`src/rtl/seg_scan_decoder.sv`:
```
// seg_scan_decoder
// Listening end of a 4-digit multiplexed seven-segment bus. Each (segment, select)
// pair is registered, must stay identical for STABLE_CYCLES edges to be accepted,
// is decoded back to BCD and stored by digit position. Once all four positions
// have been seen, the two 2-digit values are published with a one-cycle strobe.
//
// Ports:
//   clk       system clock, all state on posedge
//   rst       asynchronous active-high reset
//   segment   glyph lines, bit 0 = a .. bit 6 = g
//   select    one-hot digit enable: 0 = right LSB, 1 = right MSB,
//             2 = left LSB, 3 = left MSB
//   left      reconstructed left value (0..99)
//   right     reconstructed right value (0..99)
//   valid     one-cycle pulse, left/right updated this cycle
//   frame_err one-cycle pulse, completed frame held an undecodable glyph
module seg_scan_decoder #(
    parameter int unsigned STABLE_CYCLES  = 4,
    parameter bit          SEG_ACTIVE_LOW = 1'b0
) (
    input  logic       clk,
    input  logic       rst,
    input  logic [6:0] segment,
    input  logic [3:0] select,
    output logic [6:0] left,
    output logic [6:0] right,
    output logic       valid,
    output logic       frame_err
);

    localparam logic [15:0] StableMax = 16'(STABLE_CYCLES);

    // Stage 1 pair register and its previous value
    logic [6:0] seg_q, seg_prev_q;
    logic [3:0] sel_q, sel_prev_q;

    // Stage 2 stability counter
    logic [15:0] cnt_q, cnt_d;

    // Frame assembly state
    logic [3:0][3:0] dig_q, dig_d;
    logic [3:0]      seen_q, seen_d;
    logic            err_q, err_d;

    // Outputs
    logic [6:0] left_q, left_d;
    logic [6:0] right_q, right_d;
    logic       valid_q, valid_d;
    logic       ferr_q, ferr_d;

    logic       sel_onehot;
    logic       same_pair;
    logic       accept;
    logic [6:0] glyph;
    logic [3:0] dec_digit;
    logic       dec_ok;
    logic       frame_done;

    always_ff @(posedge clk or posedge rst) begin
        if (rst) begin
            seg_q      <= '0;
            sel_q      <= '0;
            seg_prev_q <= '0;
            sel_prev_q <= '0;
            cnt_q      <= '0;
            dig_q      <= '0;
            seen_q     <= '0;
            err_q      <= 1'b0;
            left_q     <= '0;
            right_q    <= '0;
            valid_q    <= 1'b0;
            ferr_q     <= 1'b0;
        end else begin
            seg_q      <= segment;
            sel_q      <= select;
            seg_prev_q <= seg_q;
            sel_prev_q <= sel_q;
            cnt_q      <= cnt_d;
            dig_q      <= dig_d;
            seen_q     <= seen_d;
            err_q      <= err_d;
            left_q     <= left_d;
            right_q    <= right_d;
            valid_q    <= valid_d;
            ferr_q     <= ferr_d;
        end
    end

    // Stability counter and accept strobe
    always_comb begin
        sel_onehot = (sel_q != 4'b0000) && ((sel_q & (sel_q - 4'd1)) == 4'b0000);
        same_pair  = (seg_q == seg_prev_q) && (sel_q == sel_prev_q);
        cnt_d      = cnt_q;
        accept     = 1'b0;
        if (!sel_onehot) begin
            cnt_d = '0;
        end else if (!same_pair) begin
            cnt_d = 16'd1;
        end else if (cnt_q != StableMax) begin
            cnt_d = cnt_q + 16'd1;
            // Saturation at StableMax makes this fire only once per dwell
            accept = (cnt_q == StableMax - 16'd1);
        end
    end

    // Glyph decode, exact match only
    always_comb begin
        glyph     = SEG_ACTIVE_LOW ? ~seg_q : seg_q;
        dec_digit = 4'd0;
        dec_ok    = 1'b1;
        case (glyph)
            7'h3F:   dec_digit = 4'd0;
            7'h06:   dec_digit = 4'd1;
            7'h5B:   dec_digit = 4'd2;
            7'h4F:   dec_digit = 4'd3;
            7'h66:   dec_digit = 4'd4;
            7'h6D:   dec_digit = 4'd5;
            7'h7D:   dec_digit = 4'd6;
            7'h07:   dec_digit = 4'd7;
            7'h7F:   dec_digit = 4'd8;
            7'h6F:   dec_digit = 4'd9;
            default: dec_ok    = 1'b0;
        endcase
    end

    // Frame assembly and publication
    always_comb begin
        frame_done = (seen_q == 4'b1111);
        dig_d      = dig_q;
        seen_d     = frame_done ? 4'b0000 : seen_q;
        err_d      = frame_done ? 1'b0 : err_q;
        left_d     = left_q;
        right_d    = right_q;
        valid_d    = frame_done && !err_q;
        ferr_d     = frame_done && err_q;

        // An accept on the completion edge starts the next frame
        if (accept) begin
            for (int i = 0; i < 4; i++) begin
                if (sel_q[i]) begin
                    dig_d[i] = dec_ok ? dec_digit : 4'd0;
                end
            end
            seen_d = seen_d | sel_q;
            if (!dec_ok) begin
                err_d = 1'b1;
            end
        end

        if (valid_d) begin
            left_d  = 7'(dig_q[3]) * 7'd10 + 7'(dig_q[2]);
            right_d = 7'(dig_q[1]) * 7'd10 + 7'(dig_q[0]);
        end
    end

    assign left      = left_q;
    assign right     = right_q;
    assign valid     = valid_q;
    assign frame_err = ferr_q;

endmodule
```
`config.mk`:
```
export PLATFORM = sky130hd
export DESIGN_NAME = seg_scan_decoder
export DESIGN_NICKNAME = d
export VERILOG_FILES = /design/src/rtl/seg_scan_decoder.sv
export SDC_FILE = /design/constraint.sdc
export NUM_CORES = 1
export LEC_CHECK = 0
export CORE_MARGIN = 5
export CORE_UTILIZATION = 57
export CTS_BUF_LIST = sky130_fd_sc_hd__clkbuf_4 sky130_fd_sc_hd__clkbuf_8 sky130_fd_sc_hd__clkbuf_16
export CTS_CLUSTER_DIAMETER = 30
export DETAILED_ROUTE_END_ITERATION = 7
export PLACE_DENSITY = 0.79
export SETUP_SLACK_MARGIN = 0.1
export SLEW_MARGIN = 20
export SYNTH_ARGS = -nofsm -noshare
export SYNTH_HDL_FRONTEND = slang
export SYNTH_SLANG_ARGS = --single-unit
```
`constraint.sdc`:
```
create_clock -name clk -period 3.3 [get_ports clk]
set_input_delay 0.66 -clock clk [delete_from_list [all_inputs] [get_ports clk]]
set_output_delay 0.66 -clock clk [all_outputs]
set_load 0.01 [all_outputs]
```
==> impl_metrics.yaml, run 1 <==
yosys:
  synth_area_leaders: "dfrtp_1 54%, xor2_1 5.5%, mux2_2 5.1%, ha_1 5.0%, nand2_1 4.2%"
  synth-edff-count: 0
  yosysMostFrequentCell: "dfrtp_1"
  syn_area_per_cell_um2: 11.1
  yosys_warnings: 0
  syn-instance-count: 317
  syn_nets: 348
  yosysTopAreaCell: "dfrtp_1"
  ys.flop_type: "dfrtp_1"
  synth_seq_area_share_pct: 53.5
  synth_cell_types: 38
  syn-cell-area_um2: 3510
  ys_seq_elements: 75
  yosys-top-cells-count: "75 x dfrtp_1, 39 x nand2_1, 29 x nor2_1, 22 x xor2_1, 16 x mux2_2"
  yosysTopAreaCellShare_pct: 53.5
  async_reset_ff_share_pct: 100
die:
  dieArea_um2: 7820
  num_io_pins: 29
  coreArea_um2: 5960
  die_height_um: 88.4
  start_util_pct: 58.9
  rows: 28
  die_w_um: 88.4
drt:
  drt-wirelength-per-cell_um: 13.9
  drc: 0
  drt_wl_total_um: 5920
  dr.pass1.iters: 4
  postRouteAntennaNets: 0
  drt-initial-drc-count: 108
  viasPerCell: 5.37
  vias: 2284
setup_path:
  path_delay_family: "simple AND/OR/NAND/NOR gates"
  crit_slowest_cell: "nor3_1"
  critPathKind: "reg -> reg"
  crit_arrival_ns: 2.70
  worst-path-buf-inv: 0
  crit_path_max_incr_delay_ns: 0.67
  worst-path-max-fanout: 10
  path_cells: "xor2_1 -> nor4_1 -> nand3_1 -> nor3_1 -> mux2_2"
  critPathLaunchType: "flop"
  required_ns: 3.53
  setup.worst_path.end_class: "flop"
layout:
  stdcell_area_um2: 4080
  areaGrowthSynthToFinish_pct: 16.3
  utilization_pct: 68.5
  multiInputGateArea_um2: 1550
  seqCellArea_um2: 1880
  finalNetCount: 377
  layout-drive-gt1-share_pct: 10.6
  fillCellCount: 443
  diodes: 0
outcome:
  status: "finished, final reports clean"
place:
  dpl.hpwl_um: 4200
  gp_congestion: 0.824
  dp_slack_ns: 0.886
  port_buffers: 28
  placed_area_um2: 3860
pwr:
  ir_drop_uv: 305
  p_total_mw: 1.79
  p_leak_nw: 1.89
  powerDensity_nw_per_um2: 440
timing:
  slew_headroom_pct: 36.9
  tightest_slew_ns: 0.934
  finClkSkew_ns: 0.00993
  hold_viol_final: 0
  drv_slew: 0
  clock.fmax_mhz: 406
  setup_ws_ns: 0.836
  finalCriticalPeriod_ns: 2.46
  post-route-period-util_pct: 74.7
  grt_setup_unrepaired: "no"
  finalSetupViolCount: 0
  tns_ns: 0
clock_network:
  cts.clk_slew.worst_paths_ns: 0.08
  post_cts_buffers: 0
  cts-buffers-inserted: 9
  clkSinkCount: 75
  cts_resized: 0
  htreeDepth: 3
  clockBufferDepth: 2
  root_buffer: "clkbuf_8"
  tritoncts: "built"
  hold_buffers: 0
  worstSkewPairLatency_ns: 0.35
job:
  cap_violations: 0
hold_path:
  hold_path_class: "reg -> reg"
global_route:
  grt_max_degree: 76
  antenna_found_initial: 0
  grt_first_pass_wirelength_um: 10500
  grt_pass1_vias: 2319
  grt_remaining_overflow: 0
  grt.total_usage_pct: 17.8
==> kinds of logic after synthesis <==
kind of cell	synth area share (%)
XOR/XNOR	9.24
flip-flops	53.5
adder cells (fa/ha/maj)	7.28
AO/OA/AOI/OAI	5.92
multiplexers	5.42
AND/OR/NAND/NOR	16.2
buffers and inverters	2.39
==> final timing paths <==
| check | from | to | slack [ns] | cells past startpoint |
|---|---|---|---|---|
| setup / recovery | glyph[1] | dig_q[12] | 0.84 | 5 |
| hold / removal | glyph[3] | seg_prev_q[3] | 0.46 | 0 |
| setup reg to reg | glyph[1] | dig_q[12] | 0.84 | 5 |
| hold reg to reg | glyph[3] | seg_prev_q[3] | 0.46 | 0 |
| max in group asynchronous | rst | cnt_q[10] | 2.26 | 3 |
| min in group asynchronous | rst | left[0] | 0.70 | 3 |
==> cells in the final DEF (no fill, tap or decap), types with 2 or more instances in the layout <==
| cell type | count |
|---|---|
| a21o_1 | 6 |
| a21oi_1 | 7 |
| and3_1 | 3 |
| bufinv_16 | 2 |
| clkbuf_8 | 10 |
| clkdlybuf4s50_1 | 28 |
| clkinvlp_4 | 2 |
| dfrtp_1 | 75 |
| fa_1 | 4 |
| ha_1 | 14 |
| inv_1 | 10 |
| mux2_2 | 16 |
| nand2_1 | 39 |
| nand2b_1 | 5 |
| nand3_1 | 10 |
| nand3b_1 | 3 |
| nand4_1 | 6 |
| nor2_1 | 29 |
| nor2b_1 | 2 |
| nor3_1 | 5 |
| nor4_1 | 4 |
| o21ai_0 | 12 |
| o41ai_1 | 3 |
| xnor2_1 | 15 |
| xor2_1 | 22 |
==> power by group <==
group | total [mW] | switching, mW | internal [mW]
sequential | 0.953 | 0.0200 | 0.933
combinational | 0.0654 | 0.0343 | 0.0311
clock | 0.776 | 0.326 | 0.451
total | 1.79 | 0.380 | 1.42
==> per-stage QoR <==
stage               hold WS [ns]  cells
finish                     0.463    425
global route               0.493    425
CTS                        0.468    425
detailed placement         0.448    410
global placement           0.438    410
floorplan                  0.352    317
==> layer usage <==
layer	track usage, %	vias up	part of all wire (%)
met2	30.2	56	48
met3	3.91	8	4.4
met5	0	-	0
met4	9.48	0	1.9
li1	-	1130	-
met1	21.1	1090	45
==> area by class of cell <==
class / count / area share [%]
inverter: 11 / 1.01
sequential: 75 / 46.0
clock buffer: 11 / 3.56
multi-input combinational: 220 / 37.9
clock inverter: 4 / 1.84
timing repair buffer: 29 / 7.36
tap: 75 / 2.30
==> state kept, by name, summed over array words and instances (netlist names) <==
name,cells
left,7
seg_prev_q,7
sel_prev_q,4
sel_q,4
seen_q,4
right,7
cnt_q,16
glyph,7
dig_q,16
frame_err,1
valid,1
err_q,1
No activity file was read; power rests on OpenSTA's default activity.
==> run 2, diff against run 1 <==
==> constraint.sdc (replaced) <==
create_clock -name clk -period 2.6 [get_ports clk]
set_input_delay 0.52 -clock clk [delete_from_list [all_inputs] [get_ports clk]]
set_output_delay 0.52 -clock clk [all_outputs]
set_load 0.01 [all_outputs]
==> impl_metrics.yaml, run 2 (synthesis results as in run 1) <==
setup_path:
  setup.worst_path.end_class: "flop"
  crit_arrival_ns: 2.51
  r2r-start: "glyph[0]"
  required_ns: 2.83
  r2r_slack_ns: 0.32
  critPathKind: "reg -> reg"
  critPathLaunchType: "flop"
  reg2regPathDepth: 5
  r2r_end: "dig_q[1]"
  worst-path-max-fanout: 9
layout:
  diodes: 0
  areaGrowthSynthToFinish_pct: 17.6
  top_regs: "cnt_q x16, dig_q x16"
  fillCellCount: 455
  final_common_cell: "dfrtp_1"
  seqCellArea_um2: 1880
  finalNetCount: 380
  final_cell_mix: "75 x dfrtp_1, 39 x nand2_1, 29 x nor2_1, 28 x clkdlybuf4s50_1, 22 x xor2_1"
  multiInputGateArea_um2: 1550
  layout-drive-gt1-share_pct: 11.6
place:
  port_buffers: 28
  dp_slack_ns: 0.353
  gp_congestion: 0.832
  dpl.hpwl_um: 4380
timing:
  grt_setup_unrepaired: "no"
  finalSetupViolCount: 0
  finalCriticalPeriod_ns: 2.28
  clock.fmax_mhz: 438
  tightest_slew_ns: 0.940
  hold_viol_final: 0
  drv_slew: 0
  finClkSkew_ns: 0.00622
  tns_ns: 0
  holdWs_ns: 0.457
  setup_ws_ns: 0.318
  slew_headroom_pct: 36.5
  post-route-period-util_pct: 87.8
die:
  rows: 28
  coreArea_um2: 5960
  dieArea_um2: 7820
  start_util_pct: 58.9
  num_io_pins: 29
  die_height_um: 88.4
  die_w_um: 88.4
hold_path:
  min_path_cells: 0
  min_to: "seg_prev_q[6]"
  hold_path_class: "reg -> reg"
  min_from: "glyph[6]"
clock_network:
  root_buffer: "clkbuf_8"
  cts_resized: 0
  htreeDepth: 3
  cts-buffers-inserted: 9
  cts.clk_slew.worst_paths_ns: 0.07
  clkSinkCount: 75
  hold_buffers: 0
  clockBufferDepth: 2
  worstSkewPairLatency_ns: 0.34
  post_cts_buffers: 0
  tritoncts: "built"
global_route:
  grt_max_degree: 76
  grt_pass1_vias: 2362
  grt.total_usage_pct: 18.2
  grt_first_pass_wirelength_um: 10900
  grt_remaining_overflow: 0
  antenna_found_initial: 0
job:
  cap_violations: 0
drt:
  viasPerCell: 5.42
  dr.pass1.iters: 4
  postRouteAntennaNets: 0
  drt-initial-drc-count: 73
  vias: 2327
  drc: 0
  drt_wl_total_um: 6260
  drt-wirelength-per-cell_um: 14.6
pwr:
  powerDensity_nw_per_um2: 568
  ir_drop_uv: 410
  p_leak_nw: 1.92
outcome:
  status: "finished, final reports clean"
run 2: cell count changes in the layout (fill, tap and decap cells not counted), sizes merged:
cell	previous run	this run
clkinv	0	1
clkbuf	11	13
clkinvlp	2	0
buf	1	4
run 2: worst max-delay path, cell delays in order (launching register included):
cell and delay (ns):
dfrtp_1 0.48, xor2_1 0.18, nor4_1 0.34, nand3_1 0.30, or3_1 0.55, mux2_2 0.31
run 2: per-layer routing:
layer  vias to the layer above  GRT usage [%]  part of all wire [%]
met1                      1126           22.0                    45
met2                        53           31.5                    49
met5                         -              0                     0
met4                         0           7.83                   1.9
met3                        11           3.91                   4.3
li1                       1137              -                     -
run 2: worst max-delay path by stage:
stage / depth (start not counted) / startpoint / endpoint
after CTS: 5 / cnt_q[9] / dig_q[1]
after global routing: 5 / glyph[1] / dig_q[1]
after floorplan: 1 / rst / cnt_q[0]
after detailed placement: 5 / cnt_q[9] / dig_q[10]
after global placement: 5 / cnt_q[9] / dig_q[0]
final: 5 / glyph[0] / dig_q[1]
run 2: layout make-up:
type | count | share of cell area (%)
clock buffer | 13 | 4.19
timing repair buffer | 32 | 7.83
tap | 75 | 2.28
clock inverter | 3 | 1.67
sequential | 75 | 45.5
multi-input combinational | 220 | 37.5
inverter | 11 | 1.00
run 2: through the flow:
stage	total power [mW]	std cells	util (%)	cell area, µm²
3_3_place_gp	1.31	413	65.1	3880
2_1_floorplan	1.28	317	-	3510
4_1_cts	2.37	429	69.2	4120
3_5_place_dp	1.32	413	65.1	3880
6_report	2.34	429	69.2	4120
5_1_grt	2.43	429	69.2	4120
run 2: power by group:
group	total [mW]	switching, mW	internal, mW
combinational	0.0856	0.0462	0.0394
clock	1.05	0.415	0.632
sequential	1.21	0.0251	1.18
